### config.mk
export PLATFORM = sky130hd
export DESIGN_NAME = mips_multicycle_ctrl
export DESIGN_NICKNAME = d
export VERILOG_FILES = /design/src/rtl/mips_multicycle_ctrl.sv
export SDC_FILE = /design/constraint.sdc
export NUM_CORES = 1
export LEC_CHECK = 0
export CORE_MARGIN = 3
export CORE_UTILIZATION = 50
export CTS_CLUSTER_DIAMETER = 100
export DETAILED_ROUTE_END_ITERATION = 8
export GPL_ROUTABILITY_DRIVEN = 0
export HOLD_SLACK_MARGIN = 0.1
export PLACE_DENSITY = 0.79
export SLEW_MARGIN = 0
export SYNTH_ARGS = -nofsm -noshare
export SYNTH_HDL_FRONTEND = slang
export SYNTH_SLANG_ARGS = --single-unit
### constraint.sdc
create_clock -name clk -period 4.3 [get_ports clk]
set_input_delay 0.645 -clock clk [delete_from_list [all_inputs] [get_ports clk]]
set_output_delay 0.645 -clock clk [all_outputs]
set_load 0.01 [all_outputs]
### src/rtl/mips_multicycle_ctrl.sv
// Multicycle MIPS control FSM: sequences the shared ALU / unified memory datapath,
// with memory-ready handshake, illegal-opcode trap and retired-instruction counter.
module mips_multicycle_ctrl #(
  parameter int unsigned CNT_W = 32
) (
  input  logic             clk,
  input  logic             rst_n,
  input  logic [5:0]       opcode,
  input  logic             mem_ready,
  output logic             IorD,
  output logic             MemWrite,
  output logic             IRWrite,
  output logic             PCWrite,
  output logic             Branch,
  output logic [1:0]       PCSrc,
  output logic             ALUSrcA,
  output logic [1:0]       ALUSrcB,
  output logic [1:0]       ALUOp,
  output logic             RegDst,
  output logic             MemtoReg,
  output logic             RegWrite,
  output logic             illegal,
  output logic [3:0]       state_dbg,
  output logic [CNT_W-1:0] instr_retired
);

  typedef enum logic [3:0] {
    FETCH   = 4'd0,
    DECODE  = 4'd1,
    MEMADR  = 4'd2,
    MEMRD   = 4'd3,
    MEMWB   = 4'd4,
    MEMWR   = 4'd5,
    EXECUTE = 4'd6,
    ALUWB   = 4'd7,
    BRANCH  = 4'd8,
    ADDIEX  = 4'd9,
    ADDIWB  = 4'd10,
    JUMP    = 4'd11,
    TRAP    = 4'd15
  } state_t;

  localparam logic [5:0] OP_RTYPE = 6'b000000;
  localparam logic [5:0] OP_LW    = 6'b100011;
  localparam logic [5:0] OP_SW    = 6'b101011;
  localparam logic [5:0] OP_BEQ   = 6'b000100;
  localparam logic [5:0] OP_ADDI  = 6'b001000;
  localparam logic [5:0] OP_J     = 6'b000010;

  state_t           state;
  state_t           state_nxt;
  logic             retire;
  logic [CNT_W-1:0] cnt;

  // Next-state and retire decode
  always_comb begin
    state_nxt = state;
    retire    = 1'b0;
    case (state)
      FETCH:   if (mem_ready) state_nxt = DECODE;
      DECODE: begin
        case (opcode)
          OP_RTYPE:     state_nxt = EXECUTE;
          OP_LW, OP_SW: state_nxt = MEMADR;
          OP_BEQ:       state_nxt = BRANCH;
          OP_ADDI:      state_nxt = ADDIEX;
          OP_J:         state_nxt = JUMP;
          default:      state_nxt = TRAP;
        endcase
      end
      MEMADR: begin
        case (opcode)
          OP_LW:   state_nxt = MEMRD;
          OP_SW:   state_nxt = MEMWR;
          default: state_nxt = TRAP;
        endcase
      end
      MEMRD:   if (mem_ready) state_nxt = MEMWB;
      MEMWR: begin
        if (mem_ready) begin
          state_nxt = FETCH;
          retire    = 1'b1;
        end
      end
      EXECUTE: state_nxt = ALUWB;
      ADDIEX:  state_nxt = ADDIWB;
      MEMWB, ALUWB, BRANCH, ADDIWB, JUMP: begin
        state_nxt = FETCH;
        retire    = 1'b1;
      end
      TRAP:    state_nxt = TRAP;
      default: state_nxt = TRAP;
    endcase
  end

  always_ff @(posedge clk) begin
    if (!rst_n) begin
      state <= FETCH;
      cnt   <= '0;
    end else begin
      state <= state_nxt;
      if (retire) cnt <= cnt + CNT_W'(1);
    end
  end

  // Datapath controls; everything is held low while reset is asserted
  always_comb begin
    IorD     = 1'b0;
    MemWrite = 1'b0;
    IRWrite  = 1'b0;
    PCWrite  = 1'b0;
    Branch   = 1'b0;
    PCSrc    = 2'b00;
    ALUSrcA  = 1'b0;
    ALUSrcB  = 2'b00;
    ALUOp    = 2'b00;
    RegDst   = 1'b0;
    MemtoReg = 1'b0;
    RegWrite = 1'b0;
    illegal  = 1'b0;
    if (rst_n) begin
      case (state)
        FETCH: begin
          ALUSrcB = 2'b01;
          IRWrite = mem_ready;
          PCWrite = mem_ready;
        end
        DECODE:  ALUSrcB = 2'b11;
        MEMADR: begin
          ALUSrcA = 1'b1;
          ALUSrcB = 2'b10;
        end
        MEMRD:   IorD = 1'b1;
        MEMWB: begin
          MemtoReg = 1'b1;
          RegWrite = 1'b1;
        end
        MEMWR: begin
          IorD     = 1'b1;
          MemWrite = 1'b1;
        end
        EXECUTE: begin
          ALUSrcA = 1'b1;
          ALUOp   = 2'b10;
        end
        ALUWB: begin
          RegDst   = 1'b1;
          RegWrite = 1'b1;
        end
        BRANCH: begin
          ALUSrcA = 1'b1;
          ALUOp   = 2'b01;
          PCSrc   = 2'b01;
          Branch  = 1'b1;
        end
        ADDIEX: begin
          ALUSrcA = 1'b1;
          ALUSrcB = 2'b10;
        end
        ADDIWB:  RegWrite = 1'b1;
        JUMP: begin
          PCSrc   = 2'b10;
          PCWrite = 1'b1;
        end
        default: illegal = 1'b1;
      endcase
    end
  end

  assign state_dbg     = rst_n ? 4'(state) : 4'd0;
  assign instr_retired = rst_n ? cnt : '0;

endmodule
==> results of run 1 <==
## final timing paths
| path | startpoint | to | cells after the start | slack, ns |
|---|---|---|---|---|
| worst min-delay path | cnt[1]$_SDFFE_PN0P_ | cnt[1]$_SDFFE_PN0P_ | 2 | 0.50 |
| worst max-delay path | rst_n | IorD | 6 | 0.99 |
| worst min register to register | cnt[1]$_SDFFE_PN0P_ | cnt[1]$_SDFFE_PN0P_ | 2 | 0.50 |
| worst max register to register | state[1]$_SDFFE_PN0P_ | cnt[25]$_SDFFE_PN0P_ | 5 | 1.65 |
## state kept, by name, indices dropped and copies added (netlist names)
signal / cells
state: 4
cnt: 32
## stage by stage
step	instance area (um^2)	utilization (%)
2_1_floorplan	2420	-
3_3_place_gp	3010	66.9
3_5_place_dp	3010	66.9
4_1_cts	3120	69.4
5_1_grt	3120	69.4
6_report	3120	69.4
## per-layer routing
| layer | wire length (um) | share of wire, % | vias up |
|---|---|---|---|
| li1 | - | - | 1274 |
| met1 | 2980 | 47 | 1204 |
| met2 | 2980 | 47 | 75 |
| met3 | 310 | 4.9 | 7 |
| met4 | 49 | 0.78 | 0 |
| met5 | 0 | 0 | - |
## critical path, cell delays in order
cell,delay (ns)
clkdlybuf4s50_1,0.46
buf_4,0.30
inv_1,0.09
buf_4,0.27
nor4_1,0.30
clkdlybuf4s50_1,0.59
## logic make-up (layout without fill, tap and decap cells)
| logic type | count (synthesis) | count (layout) | share of synthesized area (%) |
|---|---|---|---|
| AND/OR/NAND/NOR | 184 | 184 | 42.8 |
| AO/OA/AOI/OAI | 58 | 58 | 15.1 |
| flip-flops | 36 | 36 | 29.7 |
| buffers and inverters | 31 | 79 | 5.37 |
| XOR/XNOR | 14 | 14 | 5.06 |
| multiplexers | 3 | 3 | 1.39 |
| adder cells (fa/ha/maj) | 1 | 1 | 0.516 |
## placed cells by master, fill, tap and decap left out, types with 2 or more instances in the layout
cell,netlist,layout
nor4_1,9,9
nor3_1,10,10
and2_1,31,31
o31a_1,3,3
nand4_1,11,11
o41ai_1,2,2
nand2_1,24,24
mux2_2,3,3
clkbuf_8,0,5
xnor2_1,5,5
clkdlybuf4s50_1,0,60
inv_1,8,8
nand2b_1,3,3
xor2_1,9,9
nand3_1,18,18
o21a_1,2,2
or2_2,2,2
o31ai_1,5,5
nand4b_1,3,3
nor2_1,37,37
buf_4,2,3
o21ai_0,13,13
dfxtp_1,36,36
nor2b_1,4,4
a21oi_1,21,21
or3_1,9,9
and3_1,6,6
or4_1,3,3
## layout make-up
class                           instances  area (um^2)
Clock inverter                          3         42.5
Fill cell                             398         1380
Clock buffer                            5         68.8
Inverter                                8         30.0
Tap cell                               52         65.1
Multi-Input combinational cell        260         1570
Timing Repair Buffer                   63          623
Sequential cell                        36          721
## report_power, final
| part | switching (W) | leakage, nW | internal, W |
|---|---|---|---|
| combinational | 0.000219 | 0.742 | 0.000190 |
| clock | 0.000131 | 0.0541 | 0.000172 |
| sequential | 0.0000689 | 0.291 | 0.000353 |
| total | 0.000418 | 1.09 | 0.000715 |
==> metrics.cfg, run 1 <==
[run_status]
outcome=finished, final reports clean

[global_routing]
grt.total_usage_pct=23.0
antenna_found_initial=0
grt_pass1_vias=2339
grt_pass1_wl_um=10400
overflow=0
busiest_layer=met2
grt_max_degree=41
met3_usage_pct=4.62
grt_use_met1_pct=30.8
grt_util_met2_pct=37.2

[drt]
num_vias=2560
drtIter0Drc=157
viasPerCell=6.00
drc=0
first_pass_iters=4
ant_nets=0
wl_per_cell_um=14.8
wl_um=6320

[sta]
setup_viol=0
fin_tns_setup_ns=0
finClkSkew_ns=0.0101
max_freq_mhz=302
slew_headroom_pct=46.8
slew_violations=0
fin_ws_ns=0.990
worst_pin_slew_ns=0.791
hold_ws_ns=0.501
min_period_over_period_pct=77.0
rsz0062_at_grt=no
finalHoldViolCount=0
final.min_clock_period_ns=3.31

[floorplan]
core_mm2=0.00450
ios=61
rows=24
die_h_um=75.6
die_w_um=75.6
initial_core_util_pct=53.8
die_area_mm2=0.00572

[cts]
cts_tree=yes
cts_sinks=36
cts_resized=0
postCtsHoldBufs=0
path_clk_slew_ns=0.08
cts_setup_buffers=0
cts_root_buf=clkbuf_8
clk_latency_ns=0.30
cts_max_level=2
max-clock-path-buffers=2
cts_buffers=5

[yosys]
synth_edf_count=0
yosys-top-cells-area=dfxtp_1 30%, and2_1 8.0%, nor2_1 5.7%
synth_top_area_share_pct=29.7
netlist_area_mm2=0.00242
yosys_warnings=0
synth.avg_cell_area_um2=7.42
ys_seq_elements=36
synthTopCellsByCount=37 x nor2_1, 36 x dfxtp_1, 31 x and2_1, 24 x nand2_1, 21 x a21oi_1
synth.largest_area_cell=dfxtp_1
synth_cell_type_count=56
synth-seq-area-share_pct=29.7
synth_cells=327
yosys.cell_count.top_type=nor2_1
dominantRegCellSynth=dfxtp_1
asyncSetResetFlopFracSynth_pct=0
synth_nets=337

[layout]
syn_to_final_growth_pct=28.8
num_antenna_cells=0
fin_cells=427
final_net_count=384
drive_gt1_share_pct=7.47

[power]
total_power_w=0.00113
p_per_area_mw_per_mm2=363
p_leak_nw=1.09
peakVddDrop_mv=0.230

[worst_setup_path]
crit_fanout=40
required_ns=3.65
cp.arrival_ns=2.67
startpoint_type=primary input
crit_type=in -> out
cp-end-kind=output port

[place]
pre_cts_ws_ns=0.956
dpl.hpwl_um=4470
port_buffers=60
dp_cells=419

[flow_run]
maxCapViolations=0

[min_path]
min_path_type=reg -> reg

Power figures use the tool's default switching activity.
==> run 2, diff against run 1 <==
--- a/config.mk
+++ b/config.mk
@@ -6,12 +6,12 @@
 export NUM_CORES = 1
 export LEC_CHECK = 0
 export CORE_MARGIN = 3
-export CORE_UTILIZATION = 50
+export CORE_UTILIZATION = 45
 export CTS_CLUSTER_DIAMETER = 100
 export DETAILED_ROUTE_END_ITERATION = 8
 export GPL_ROUTABILITY_DRIVEN = 0
 export HOLD_SLACK_MARGIN = 0.1
-export PLACE_DENSITY = 0.79
+export PLACE_DENSITY = 0.75
 export SLEW_MARGIN = 0
 export SYNTH_ARGS = -nofsm -noshare
 export SYNTH_HDL_FRONTEND = slang
==> constraint.sdc (replaced) <==
create_clock -name clk -period 2.9 [get_ports clk]
set_input_delay 0.435 -clock clk [delete_from_list [all_inputs] [get_ports clk]]
set_output_delay 0.435 -clock clk [all_outputs]
set_load 0.01 [all_outputs]
==> metrics.cfg, run 2 (same netlist as run 1, synthesis figures left out) <==
[drt]
viasPerCell=5.61
wl_met1_um=3020
num_vias=2559
first_pass_iters=5
dr.max_layer_used=met4
wl_per_cell_um=14.1
met3_wirelength_um=344
ant_nets=0
drc=0
wl_um=6410
met2_length_um=2970
drtIter0Drc=210

[cts]
max-clock-path-buffers=2
cts_tree=yes
cts_buffers=5
cts_resized=0
cts_root_buf=clkbuf_8
cts_setup_buffers=0
path_clk_slew_ns=0.07
clk_latency_ns=0.29
postCtsHoldBufs=0
cts_max_level=2
cts_sinks=36

[min_path]
min_path_type=reg -> reg
min_path_cells=2
hp-start=cnt[24]$_SDFFE_PN0P_

[place]
dpl.hpwl_um=4710
port_buffers=60
placed_area_mm2=0.00313
dp_cells=448

[layout]
final_common_cell=clkdlybuf4s50_1
num_antenna_cells=0
largest-register=cnt
largest_reg_flops=32
mostFrequentLayoutCells=60 x clkdlybuf4s50_1, 37 x nor2_1, 36 x dfxtp_1
final_cell_area_mm2=0.00322
nFillCells=470
reg.largest.list=cnt: 32 flops, state: 4 flops
final_net_count=395
drive_gt1_share_pct=10.1
syn_to_final_growth_pct=32.9
fin_cells=456

[global_routing]
antenna_found_initial=0
grt_pass1_wl_um=10800
overflow=0
grt_pass1_vias=2301
grt_max_degree=41
grt.total_usage_pct=21.1

[floorplan]
die_area_mm2=0.00631
ios=61
die_w_um=79.4
rows=26
initial_core_util_pct=46.9
die_h_um=79.4
core_mm2=0.00517

[run_status]
outcome=finished, final reports clean

[worst_setup_path]
startpoint_type=primary input
cp-end-kind=output port
required_ns=2.47
reg2reg_from=state[3]$_SDFFE_PN0P_
crit_fanout=7
crit_path_start=rst_n
reg2reg_depth=7
cp.arrival_ns=2.17
crit_type=in -> out

[power]
p_per_area_mw_per_mm2=510
p_leak_nw=1.14
total_power_w=0.00165
peakVddDrop_mv=0.352

[sta]
setup_viol=0
slew_headroom_pct=65.3
slew_violations=0
final.min_clock_period_ns=2.60
rsz0062_at_grt=no
min_period_over_period_pct=89.8
finClkSkew_ns=0.00330
fin_tns_setup_ns=0
worst_pin_slew_ns=0.520
max_freq_mhz=384
finalHoldViolCount=0

[flow_run]
maxCapViolations=0

-- run 2: cell count changes in the layout (fill, tap and decap cells not counted) --
| cell | delta |
|---|---|
| clkinv_2 | +1 |
| buf_12 | +1 |
| clkbuf_8 | +1 |
| bufinv_16 | -1 |
| buf_4 | +10 |
| clkinvlp_4 | -1 |
-- run 2: path summary, 6_finish.rpt --
| check | end | slack [ns] |
|---|---|---|
| setup / recovery | PCSrc[0] | 0.30 |
| hold / removal | cnt[24]$_SDFFE_PN0P_ | 0.51 |
| setup reg to reg | cnt[24]$_SDFFE_PN0P_ | 0.62 |
| hold reg to reg | cnt[24]$_SDFFE_PN0P_ | 0.51 |
-- run 2: routing by layer --
layer | GRT usage [%] | vias up
met2 | 32.9 | 84
met3 | 3.27 | 7
met1 | 30.1 | 1184
met4 | 6.19 | 0
met5 | 0 | -
li1 | - | 1284
-- run 2: per-stage QoR --
stage | hold slack (ns) | worst slack [ns] | util, %
2_1_floorplan | 0.460 | 0.916 | -
3_3_place_gp | 0.474 | 0.343 | 60.5
3_5_place_dp | 0.499 | 0.284 | 60.5
4_1_cts | 0.511 | 0.283 | 62.3
5_1_grt | 0.531 | 0.181 | 62.3
6_report | 0.512 | 0.297 | 62.3
-- run 2: report_power, final --
part / total (W) / leakage, nW / switching, W / internal [W]
sequential: 0.000594 / 0.291 / 0.0000700 / 0.000524
combinational: 0.000678 / 0.802 / 0.000370 / 0.000308
clock: 0.000373 / 0.0510 / 0.000183 / 0.000190
-- run 2: critical path, stage by stage --
cell             delay (ns)
clkdlybuf4s50_1        0.50
buf_4                  0.15
nand2_1                0.08
nor4_1                 0.37
clkdlybuf4s50_1        0.62
-- run 2: area by class of cell --
cell class                      count  area (um^2)  area share (%)
Clock buffer                        6         82.6            2.56
Clock inverter                      2         10.0           0.311
Inverter                            8         30.0           0.932
Multi-Input combinational cell    260         1570            48.8
Sequential cell                    36          721            22.4
Tap cell                           70         87.6            2.72
Timing Repair Buffer               74          718            22.3
